## src/rtl/alu_if_pkg.sv

```systemverilog
// Shared definitions for the ALU/UART bridge: FSM encoding, opcode width and
// the opcode constants the external ALU decodes.
package alu_if_pkg;

    localparam int unsigned OP_W = 4;

    typedef enum logic [2:0] {
        StGetA,
        StGetB,
        StGetOp,
        StExec,
        StWaitRes,
        StWaitFlag
    } state_e;

    localparam logic [OP_W-1:0] OpAnd = 4'b0000;
    localparam logic [OP_W-1:0] OpOr  = 4'b0001;
    localparam logic [OP_W-1:0] OpAdd = 4'b0010;
    localparam logic [OP_W-1:0] OpSub = 4'b0110;
    localparam logic [OP_W-1:0] OpSlt = 4'b0111;
    localparam logic [OP_W-1:0] OpNor = 4'b1100;

endpackage

```

## src/rtl/alu_uart_if_if.sv

```systemverilog
// Bundle of UART-side and ALU-side signals around the bridge.
// slave is the bridge's view; master is the surrounding UART/ALU.
interface alu_uart_if_if #(
    parameter int unsigned bits = 8
);
    logic [bits-1:0]               rx_data;
    logic                          rx_done;
    logic [bits-1:0]               alu_result;
    logic                          alu_zero;
    logic                          tx_done;
    logic [bits-1:0]               alu_a;
    logic [bits-1:0]               alu_b;
    logic [alu_if_pkg::OP_W-1:0]   alu_op;
    logic [bits-1:0]               tx_data;
    logic                          tx_start;
    logic                          busy;
    logic                          timeout_err;

    modport slave (
        input  rx_data, rx_done, alu_result, alu_zero, tx_done,
        output alu_a, alu_b, alu_op, tx_data, tx_start, busy, timeout_err
    );

    modport master (
        output rx_data, rx_done, alu_result, alu_zero, tx_done,
        input  alu_a, alu_b, alu_op, tx_data, tx_start, busy, timeout_err
    );
endinterface

```

## src/rtl/inactivity_timer.sv

```systemverilog
// Idle-cycle counter: raises expired_o while enabled and the count sits at
// TIMEOUT-1; clear_i wins over counting.
module inactivity_timer #(
    parameter int unsigned TIMEOUT = 1000000
) (
    input  logic clk,
    input  logic rst_n,
    input  logic clear_i,
    input  logic enable_i,
    output logic expired_o
);
    localparam int unsigned CntW = (TIMEOUT > 1) ? $clog2(TIMEOUT) : 1;
    localparam logic [CntW-1:0] LastCnt = CntW'(TIMEOUT - 1);

    logic [CntW-1:0] cnt_q, cnt_d;

    assign expired_o = enable_i && (cnt_q == LastCnt);

    always_comb begin
        cnt_d = cnt_q;
        if (clear_i) begin
            cnt_d = '0;
        end else if (enable_i && !expired_o) begin
            cnt_d = cnt_q + CntW'(1);
        end
    end

    always_ff @(posedge clk or negedge rst_n) begin
        if (!rst_n) begin
            cnt_q <= '0;
        end else begin
            cnt_q <= cnt_d;
        end
    end
endmodule

```

## src/rtl/alu_uart_if.sv

```systemverilog
// Collects A, B and opcode bytes from the UART, presents them to an external
// ALU, then sends back the result byte followed by the zero-flag byte.
module alu_uart_if
    import alu_if_pkg::*;
#(
    parameter int unsigned bits    = 8,
    parameter int unsigned TIMEOUT = 1000000
) (
    input logic          clk,
    input logic          rst_n,
    alu_uart_if_if.slave bus
);
    state_e            state_q, state_d;
    logic [bits-1:0]   alu_a_q, alu_a_d;
    logic [bits-1:0]   alu_b_q, alu_b_d;
    logic [OP_W-1:0]   alu_op_q, alu_op_d;
    logic [bits-1:0]   tx_data_q, tx_data_d;
    logic              tx_start_q, tx_start_d;
    logic              zero_q, zero_d;
    logic              rx_accept;
    logic              tmr_clear;
    logic              tmr_enable;
    logic              tmr_expired;

    assign tmr_enable = (state_q == StGetB) || (state_q == StGetOp);
    assign tmr_clear  = rx_accept || ((state_d == StGetA) && (state_q != StGetA));

    inactivity_timer #(
        .TIMEOUT(TIMEOUT)
    ) u_timer (
        .clk      (clk),
        .rst_n    (rst_n),
        .clear_i  (tmr_clear),
        .enable_i (tmr_enable),
        .expired_o(tmr_expired)
    );

    always_comb begin
        state_d    = state_q;
        alu_a_d    = alu_a_q;
        alu_b_d    = alu_b_q;
        alu_op_d   = alu_op_q;
        tx_data_d  = tx_data_q;
        zero_d     = zero_q;
        tx_start_d = 1'b0;
        rx_accept  = 1'b0;
        case (state_q)
            StGetA: begin
                if (bus.rx_done) begin
                    alu_a_d   = bus.rx_data;
                    rx_accept = 1'b1;
                    state_d   = StGetB;
                end
            end
            StGetB: begin
                // A byte landing on the terminal count still counts as on time.
                if (bus.rx_done) begin
                    alu_b_d   = bus.rx_data;
                    rx_accept = 1'b1;
                    state_d   = StGetOp;
                end else if (tmr_expired) begin
                    state_d = StGetA;
                end
            end
            StGetOp: begin
                if (bus.rx_done) begin
                    alu_op_d  = bus.rx_data[OP_W-1:0];
                    rx_accept = 1'b1;
                    state_d   = StExec;
                end else if (tmr_expired) begin
                    state_d = StGetA;
                end
            end
            StExec: begin
                tx_data_d  = bus.alu_result;
                zero_d     = bus.alu_zero;
                tx_start_d = 1'b1;
                state_d    = StWaitRes;
            end
            StWaitRes: begin
                if (bus.tx_done) begin
                    tx_data_d    = '0;
                    tx_data_d[0] = zero_q;
                    tx_start_d   = 1'b1;
                    state_d      = StWaitFlag;
                end
            end
            StWaitFlag: begin
                if (bus.tx_done) begin
                    state_d = StGetA;
                end
            end
            default: state_d = StGetA;
        endcase
    end

    always_ff @(posedge clk or negedge rst_n) begin
        if (!rst_n) begin
            state_q    <= StGetA;
            alu_a_q    <= '0;
            alu_b_q    <= '0;
            alu_op_q   <= '0;
            tx_data_q  <= '0;
            tx_start_q <= 1'b0;
            zero_q     <= 1'b0;
        end else begin
            state_q    <= state_d;
            alu_a_q    <= alu_a_d;
            alu_b_q    <= alu_b_d;
            alu_op_q   <= alu_op_d;
            tx_data_q  <= tx_data_d;
            tx_start_q <= tx_start_d;
            zero_q     <= zero_d;
        end
    end

    assign bus.alu_a       = alu_a_q;
    assign bus.alu_b       = alu_b_q;
    assign bus.alu_op      = alu_op_q;
    assign bus.tx_data     = tx_data_q;
    assign bus.tx_start    = tx_start_q;
    assign bus.busy        = (state_q != StGetA);
    assign bus.timeout_err = tmr_expired && !bus.rx_done;
endmodule

```

## src/flat_wrapper.sv

```systemverilog
// flat-port wrapper written by rule: the top's interface ports become plain ports
module alu_uart_if_flat import alu_if_pkg::*;
#(
    parameter int unsigned bits    = 8,
    parameter int unsigned TIMEOUT = 1000000
)
  (clk, rst_n, bus_rx_data, bus_rx_done, bus_alu_result, bus_alu_zero, bus_tx_done, bus_alu_a, bus_alu_b, bus_alu_op, bus_tx_data, bus_tx_start, bus_busy, bus_timeout_err);
  alu_uart_if_if #(.bits(bits)) bus_i ();
  input logic clk;
  input logic rst_n;
  input wire logic [$bits(bus_i.rx_data)-1:0] bus_rx_data;
  input wire logic [$bits(bus_i.rx_done)-1:0] bus_rx_done;
  input wire logic [$bits(bus_i.alu_result)-1:0] bus_alu_result;
  input wire logic [$bits(bus_i.alu_zero)-1:0] bus_alu_zero;
  input wire logic [$bits(bus_i.tx_done)-1:0] bus_tx_done;
  output wire logic [$bits(bus_i.alu_a)-1:0] bus_alu_a;
  output wire logic [$bits(bus_i.alu_b)-1:0] bus_alu_b;
  output wire logic [$bits(bus_i.alu_op)-1:0] bus_alu_op;
  output wire logic [$bits(bus_i.tx_data)-1:0] bus_tx_data;
  output wire logic [$bits(bus_i.tx_start)-1:0] bus_tx_start;
  output wire logic [$bits(bus_i.busy)-1:0] bus_busy;
  output wire logic [$bits(bus_i.timeout_err)-1:0] bus_timeout_err;
  assign bus_i.rx_data = bus_rx_data;
  assign bus_i.rx_done = bus_rx_done;
  assign bus_i.alu_result = bus_alu_result;
  assign bus_i.alu_zero = bus_alu_zero;
  assign bus_i.tx_done = bus_tx_done;
  assign bus_alu_a = bus_i.alu_a;
  assign bus_alu_b = bus_i.alu_b;
  assign bus_alu_op = bus_i.alu_op;
  assign bus_tx_data = bus_i.tx_data;
  assign bus_tx_start = bus_i.tx_start;
  assign bus_busy = bus_i.busy;
  assign bus_timeout_err = bus_i.timeout_err;
  alu_uart_if #(.bits(bits), .TIMEOUT(TIMEOUT)) u_core (.clk(clk), .rst_n(rst_n), .bus(bus_i));
endmodule
```

## config.mk

```make
export PLATFORM = sky130hd
export DESIGN_NAME = alu_uart_if_flat
export DESIGN_NICKNAME = d
export VERILOG_FILES = /design/src/rtl/alu_if_pkg.sv /design/src/rtl/alu_uart_if_if.sv /design/src/rtl/inactivity_timer.sv /design/src/rtl/alu_uart_if.sv /design/src/flat_wrapper.sv
export SDC_FILE = /design/constraint.sdc
export NUM_CORES = 1
export LEC_CHECK = 0
export ABC_AREA = 0
export CORE_ASPECT_RATIO = 0.75
export CORE_MARGIN = 1.5
export CORE_UTILIZATION = 25
export DETAILED_ROUTE_END_ITERATION = 8
export GPL_TIMING_DRIVEN = 0
export SLEW_MARGIN = 30
export SYNTH_ARGS = -nofsm -noshare
export SYNTH_HDL_FRONTEND = slang
export SYNTH_SLANG_ARGS = --single-unit
```

## constraint.sdc

```tcl
create_clock -name clk -period 1.8 [get_ports clk]
set_input_delay 0.36 -clock clk [delete_from_list [all_inputs] [get_ports clk]]
set_output_delay 0.36 -clock clk [all_outputs]
set_load 0.005 [all_outputs]
```

After elaboration in Yosys (flattened, before gate mapping)

Index checks and enable logic that the tools add are counted.
W data, S select, Z words.

Reductions and logical operators: 18
Multiplexer cells: 15
Equality and inequality tests: 7
$add $sub $neg: 1

Operators by type and width:

| kind                    | number |
|---|---|
| $mux W20                | 2 |
| $add A20 B1 Y20 const B | 1 |
| $eq A20 B20 Y1 const B  | 1 |
| $mux W3                 | 6 |
| $pmux W3 S6             | 1 |
| $pmux W8 S2             | 1 |
| $mux W8                 | 1 |
| $reduce_and A2 Y1       | 4 |
| $eq A3 B2 Y1 const B    | 2 |
| $eq A3 B3 Y1 const B    | 2 |
| $logic_not A3 Y1        | 2 |
| $logic_and A1 B1 Y1     | 4 |
| $reduce_bool A2 Y1      | 2 |
| $eq A3 B1 Y1 const B    | 1 |
| $mux W1                 | 3 |
| $reduce_bool A3 Y1      | 1 |
| $reduce_or A3 Y1        | 1 |
| $logic_not A1 Y1        | 2 |
| $logic_or A1 B1 Y1      | 2 |
| $ne A2 B2 Y1 const B    | 1 |
| $pmux W1 S2             | 1 |

Bits of input ports: 21
Flip-flop bits (word level): 53
Output and inout bits: 31
Word-level logic and storage cells: 49

Longest topological paths before layout

Depth in word-level cells: 10
Mapped depth: 6
Depth with buffers taken out: 6

By module

From an unflattened synthesis, not the netlist that was laid out.

Cells, all modules: 213
Area total of the unflattened synthesis: 2516.2 sq um

Modules (own cells, without submodules):

| module           | sequential area each (sq um) | times used | cells each | area each (sq um) |
|---|---|---|---|---|
| alu_uart_if      | 825.8                        | 1          | 101        | 1401.3 |
| inactivity_timer | 500.5                        | 1          | 112        | 1114.8 |

Worst setup path after synthesis

No wires, ideal clock.

Path kind: reg-to-output
Start point: register u_core.u_timer.cnt_q[8]
End point: output port bus_timeout_err
Data arrival time: 1.494 ns
Stages on the path, launching flop included: 5
Slack: -0.054 ns
Buffers on the path: 0
Required time: 1.440 ns
Cells stage by stage: dfrtp_1 -> nor4b_4 -> nand4_2 -> or2_2 -> nor4_1

Longest elaborated chain between the ends: 3

Ends and longest elaborated chain:

| what                     | line                   | text |
|---|---|---|
| start: declaration       | inactivity_timer.sv:15 | `logic [CntW-1:0] cnt_q, cnt_d;` |
| start signal: assignment | inactivity_timer.sv:32 | `cnt_q <= cnt_d;` |
| $eq A20 B20 Y1           | inactivity_timer.sv:17 | `assign expired_o = enable_i && (cnt_q == LastCnt);` |
| $logic_and A1 B1 Y1      | inactivity_timer.sv:17 |  |
| $logic_and A1 B1 Y1      | alu_uart_if.sv:123     | `assign bus.timeout_err = tmr_expired && !bus.rx_done;` |
| end: declaration         | flat_wrapper.sv:22     | `output wire logic [$bits(bus_i.timeout_err)-1:0] bus_timeout_err;` |

No other way between the ends.

Worst setup path after layout

Start point: register u_core.u_timer.cnt_q[13]
End point: output port bus_timeout_err

Same word-level chain as after synthesis.

==> reports/qor_table.md <==
| Stage | Quantity | This run |
|---|---|---|
| global routing | Number of global-route vias before repair | 1,806 |
| clock network | CTS H-Tree Depth | 2 |
| run status | Run status | complete, but fails checks |
| clock network | Clock sink count | 53 |
| synth | Sequential cell area fraction in the yosys report | 54.6% |
| setup path | Delay of the slowest critical-path stage | 420 ps |
| job | Max Cap Viol | 0 |
| setup path | Critical Setup Path Class | register to output pin |
| drt | Routed vias/inst | 4.50 |
| setup path | Worst R2R Setup Slack | -200 ps |
| clock network | CTS root buf | sky130_fd_sc_hd__clkbuf_16 |
| clock network | Number of buffers added by the clock tree synthesis step | 5 |
| setup path | CP required | 1440 ps |
| place | Sum of net half-perimeters after detailed placement | 3730 um |
| global routing | Global-route total usage across every layer | 12.0% |
| timing | Setup Viol. Count Final | 22 |
| synth | Fraction of registers with async set or reset after synthesis | 100% |
| timing | Number of hold violations in the final report | 0 |
| global routing | Pin count of the biggest net entering global routing | 40 |
| synth | Cell types with the highest counts after synthesis | sky130_fd_sc_hd__dfrtp_1 (53), sky130_fd_sc_hd__mux2_2 (21), sky130_fd_sc_hd__nor2_1 (19) |
| floorplan | Initial standard-cell utilization of the core | 26.3% |
| drt | Number of nets still failing antenna checks after routing | 0 |
| synth | Leading cell types by total area after synthesis | sky130_fd_sc_hd__dfrtp_1 (55%), sky130_fd_sc_hd__mux2_2 (9.7%), sky130_fd_sc_hd__xor2_1 (4.7%) |
| floorplan | Width of the die | 117 um |
| timing | Relative slew slack | 65.2% |
| drt | Routed vias | 1,811 |
| synth | Netlist cell types | 40 |
| drt | First-iteration detailed-routing DRC count | 59 |
| drt | DRC violation count after routing | 0 |
| floorplan | Standard cell core area | 9230 um2 |
| floorplan | Number of top-level pins | 52 |
| worst hold path | Worst hold-check path type | primary input to async pin |
| global routing | Total congestion overflow after global routing | 0 |
| synth | Synth Register Bits | 53 |
| synth | Synth warn | 0 |
| synth | Share of the synthesized area in the top cell type | 54.6% |
| setup path | Source of the worst register-to-register timing path | u_core.u_timer.cnt_q[13] |
| timing | Worst Tran Pin Value | 520 ps |
| drt | Total iterations of the first detailed-routing run | 6 |
| timing | RSZ-0062 raised after global routing | yes |
| place | RePlAce Congestion | 0.757 |
| drt | Detailed-route wire length | 5530 um |
| power and ir drop | Peak ir drop on the vdd network | 0.597 mV |
| timing | Final worst-path setup slack | -328 ps |
| setup path | Critical R2R Capture | u_core.u_timer.cnt_q[2] |
| setup path | Master of the slowest instance on the critical path | sky130_fd_sc_hd__dfrtp_2 |
| power and ir drop | Power density over cell area | 1440 nW/um2 |
| synth | Cell count after synthesis | 200 |
| synth | Area of the mapped netlist | 2430 um2 |
| floorplan | Site Rows | 30 |
| layout | Final net count | 295 |
| synth | Cell with the most instances after synthesis | sky130_fd_sc_hd__dfrtp_1 |
| global routing | Global-route wire length before repair | 9380 um |
| global routing | Initial antenna violation count | 0 |
| layout | Final std cells w/o fill | 402 |
| place | # port buffers | 51 |
| clock network | TritonCTS clock tree | yes |
| setup path | Highest net fanout along the worst path | 2 |
| floorplan | Floorplan die area | 10,300 um2 |
| drt | Mean routed wirelength per cell | 13.8 um |
| timing | Final critical delay including setup and external delays | 2130 ps |
| synth | Cell type with the largest total area after synthesis | sky130_fd_sc_hd__dfrtp_1 |
| setup path | Worst reg2reg path depth | 8 |
| synth | Per-instance average area after synthesis | 12.1 um2 |
| setup path | Category of the worst setup path launch point | register |
| timing | Worst Hold Margin | 474 ps |
| floorplan | Die height | 88.4 um |
| setup path | Critical path data arrival time | 1770 ps |
| synth | Leading register cell type out of synthesis | sky130_fd_sc_hd__dfrtp_1 |
| synth | Number of enable-type register cells in the synthesized netlist | 0 |
| run status | Violated checks | negative setup slack |
| power and ir drop | LEAKAGE | 1.49 nW |
| clock network | Insertion delay to the later sink of the worst-skew pair | 290 ps |
| setup path | Setup crit end kind | output pin |
| timing | Max Fclk | 0.470 GHz |
| synth | Number of nets in the synthesized netlist | 222 |
| layout | Ant. Diodes | 0 |
| layout | Ratio of cells with drive above 1 in the final layout | 31.4% |
| layout | Growth of design area from synthesis to finish | 47.2% |
| power and ir drop | Post-layout power | 5.14 mW |
| timing | Post-Route Skew | 4.47 ps |
| place | # placed instances | 380 |
| clock network | Max Root-Sink Buffers | 2 |
| timing | Period Utilization, post-route | 118% |
| timing | Final count of pins violating max slew | 0 |
| clock network | Clock-pin transition on the worst setup and hold timing paths | 70 ps |
| setup path | Worst-path cell chain | nor4b_4 -> nand4_4 -> or2_4 -> nor4_4 -> buf_2 |
## placed cells by master, fill, tap and decap left out, types with 3 or more instances in the layout
master and count:
sky130_fd_sc_hd__dfrtp_1 49, sky130_fd_sc_hd__clkdlybuf4s50_1 48, sky130_fd_sc_hd__mux2_2 21, sky130_fd_sc_hd__xor2_1 13, sky130_fd_sc_hd__buf_4 11, sky130_fd_sc_hd__and3_1 10
sky130_fd_sc_hd__nor2_1 7, sky130_fd_sc_hd__a21oi_1 7, sky130_fd_sc_hd__nand2_1 7, sky130_fd_sc_hd__a22o_1 7, sky130_fd_sc_hd__nand3_1 6, sky130_fd_sc_hd__nor2_4 6
sky130_fd_sc_hd__nor2_2 6, sky130_fd_sc_hd__nand4_1 6, sky130_fd_sc_hd__o21ai_0 5, sky130_fd_sc_hd__clkbuf_16 5, sky130_fd_sc_hd__nor3_2 4, sky130_fd_sc_hd__dfrtp_2 4
sky130_fd_sc_hd__inv_1 3, sky130_fd_sc_hd__nor3_4 3, sky130_fd_sc_hd__buf_8 3, sky130_fd_sc_hd__buf_12 3
## worst max-delay path: cells and delay by family, from the launching register on
| kind | cells | cell delay, ps |
|---|---|---|
| DFF | 1 | 420 |
| and+or+nand+nor | 4 | 890 |
| buffers and inverters | 1 | 150 |
## metrics by stage
stage / utilization, % / TNS (ps) / cell area [um2] / setup WS [ps]
2_1_floorplan: - / 0 / 2440 / 49.7
3_3_place_gp: 33.7 / -80620 / 3110 / -1240
3_5_place_dp: 33.9 / -15210 / 3130 / -644
4_1_cts: 37.6 / -6020 / 3470 / -339
5_1_grt: 38.7 / -7180 / 3580 / -429
6_report: 38.7 / -3900 / 3580 / -328
## sequential cells by signal, summed over array words and instances (netlist names)
name	cells
u_core.bus.alu_b	8
u_core.zero_q	1
u_core.bus.alu_op	4
u_core.bus.tx_start	1
u_core.bus.alu_a	8
u_core.state_q	3
u_core.u_timer.cnt_q	20
u_core.bus.tx_data	8
## final cells by class
class | instances | area (um2)
flip-flops and latches | 53 | 1330
plain buffers | 7 | 56.3
clock inverters | 2 | 13.8
multi-input cells | 137 | 1200
well taps | 128 | 160
fillers | 903 | 5660
inverters | 3 | 11.3
clock buffers | 6 | 139
repair buffers | 66 | 669
## cell families after synthesis
kind of cell	share of synthesized area [%]
multiplexers	10.1
buffers and inverters	2.47
flip-flops	54.6
adder cells (fa/ha/maj)	0.515
XOR/XNOR	5.72
AO/OA/AOI/OAI	8.39
AND/OR/NAND/NOR	18.2
## power by group
group	internal [mW]	switching, mW
combinational	1.37	1.01
clock	0.554	0.429
sequential	1.57	0.203
## layer usage
layer | share of wire, % | wire length, um | GRT usage, %
met5 | 0 | 0 | 0
met4 | 2.1 | 117 | 5.91
met2 | 42 | 2310 | 16.9
met1 | 50 | 2770 | 16.7
met3 | 6.1 | 335 | 3.84
## worst max-delay path by stage
stage	startpoint	end	slack (ps)	cells after the start
detailed placement	u_core.u_timer.cnt_q[8]	bus_timeout_err	-640	5
CTS	u_core.u_timer.cnt_q[13]	bus_timeout_err	-340	5
global route	u_core.u_timer.cnt_q[13]	bus_timeout_err	-430	5
floorplan	u_core.u_timer.cnt_q[6]	bus_timeout_err	50	4
global placement	rst_n	u_core.bus.alu_b[5]	-1240	1
finish	u_core.u_timer.cnt_q[13]	bus_timeout_err	-330	5
## repair_timing
item	4_1_cts	5_1_grt
resized for setup	22	30
pin swaps	9	13
setup endpoints to repair	43	51
hold buffers	1	0
endpoints found under the hold margin	14	0
setup buffers	11	2
cloned	2	0
Power figures use the tool's default switching activity.
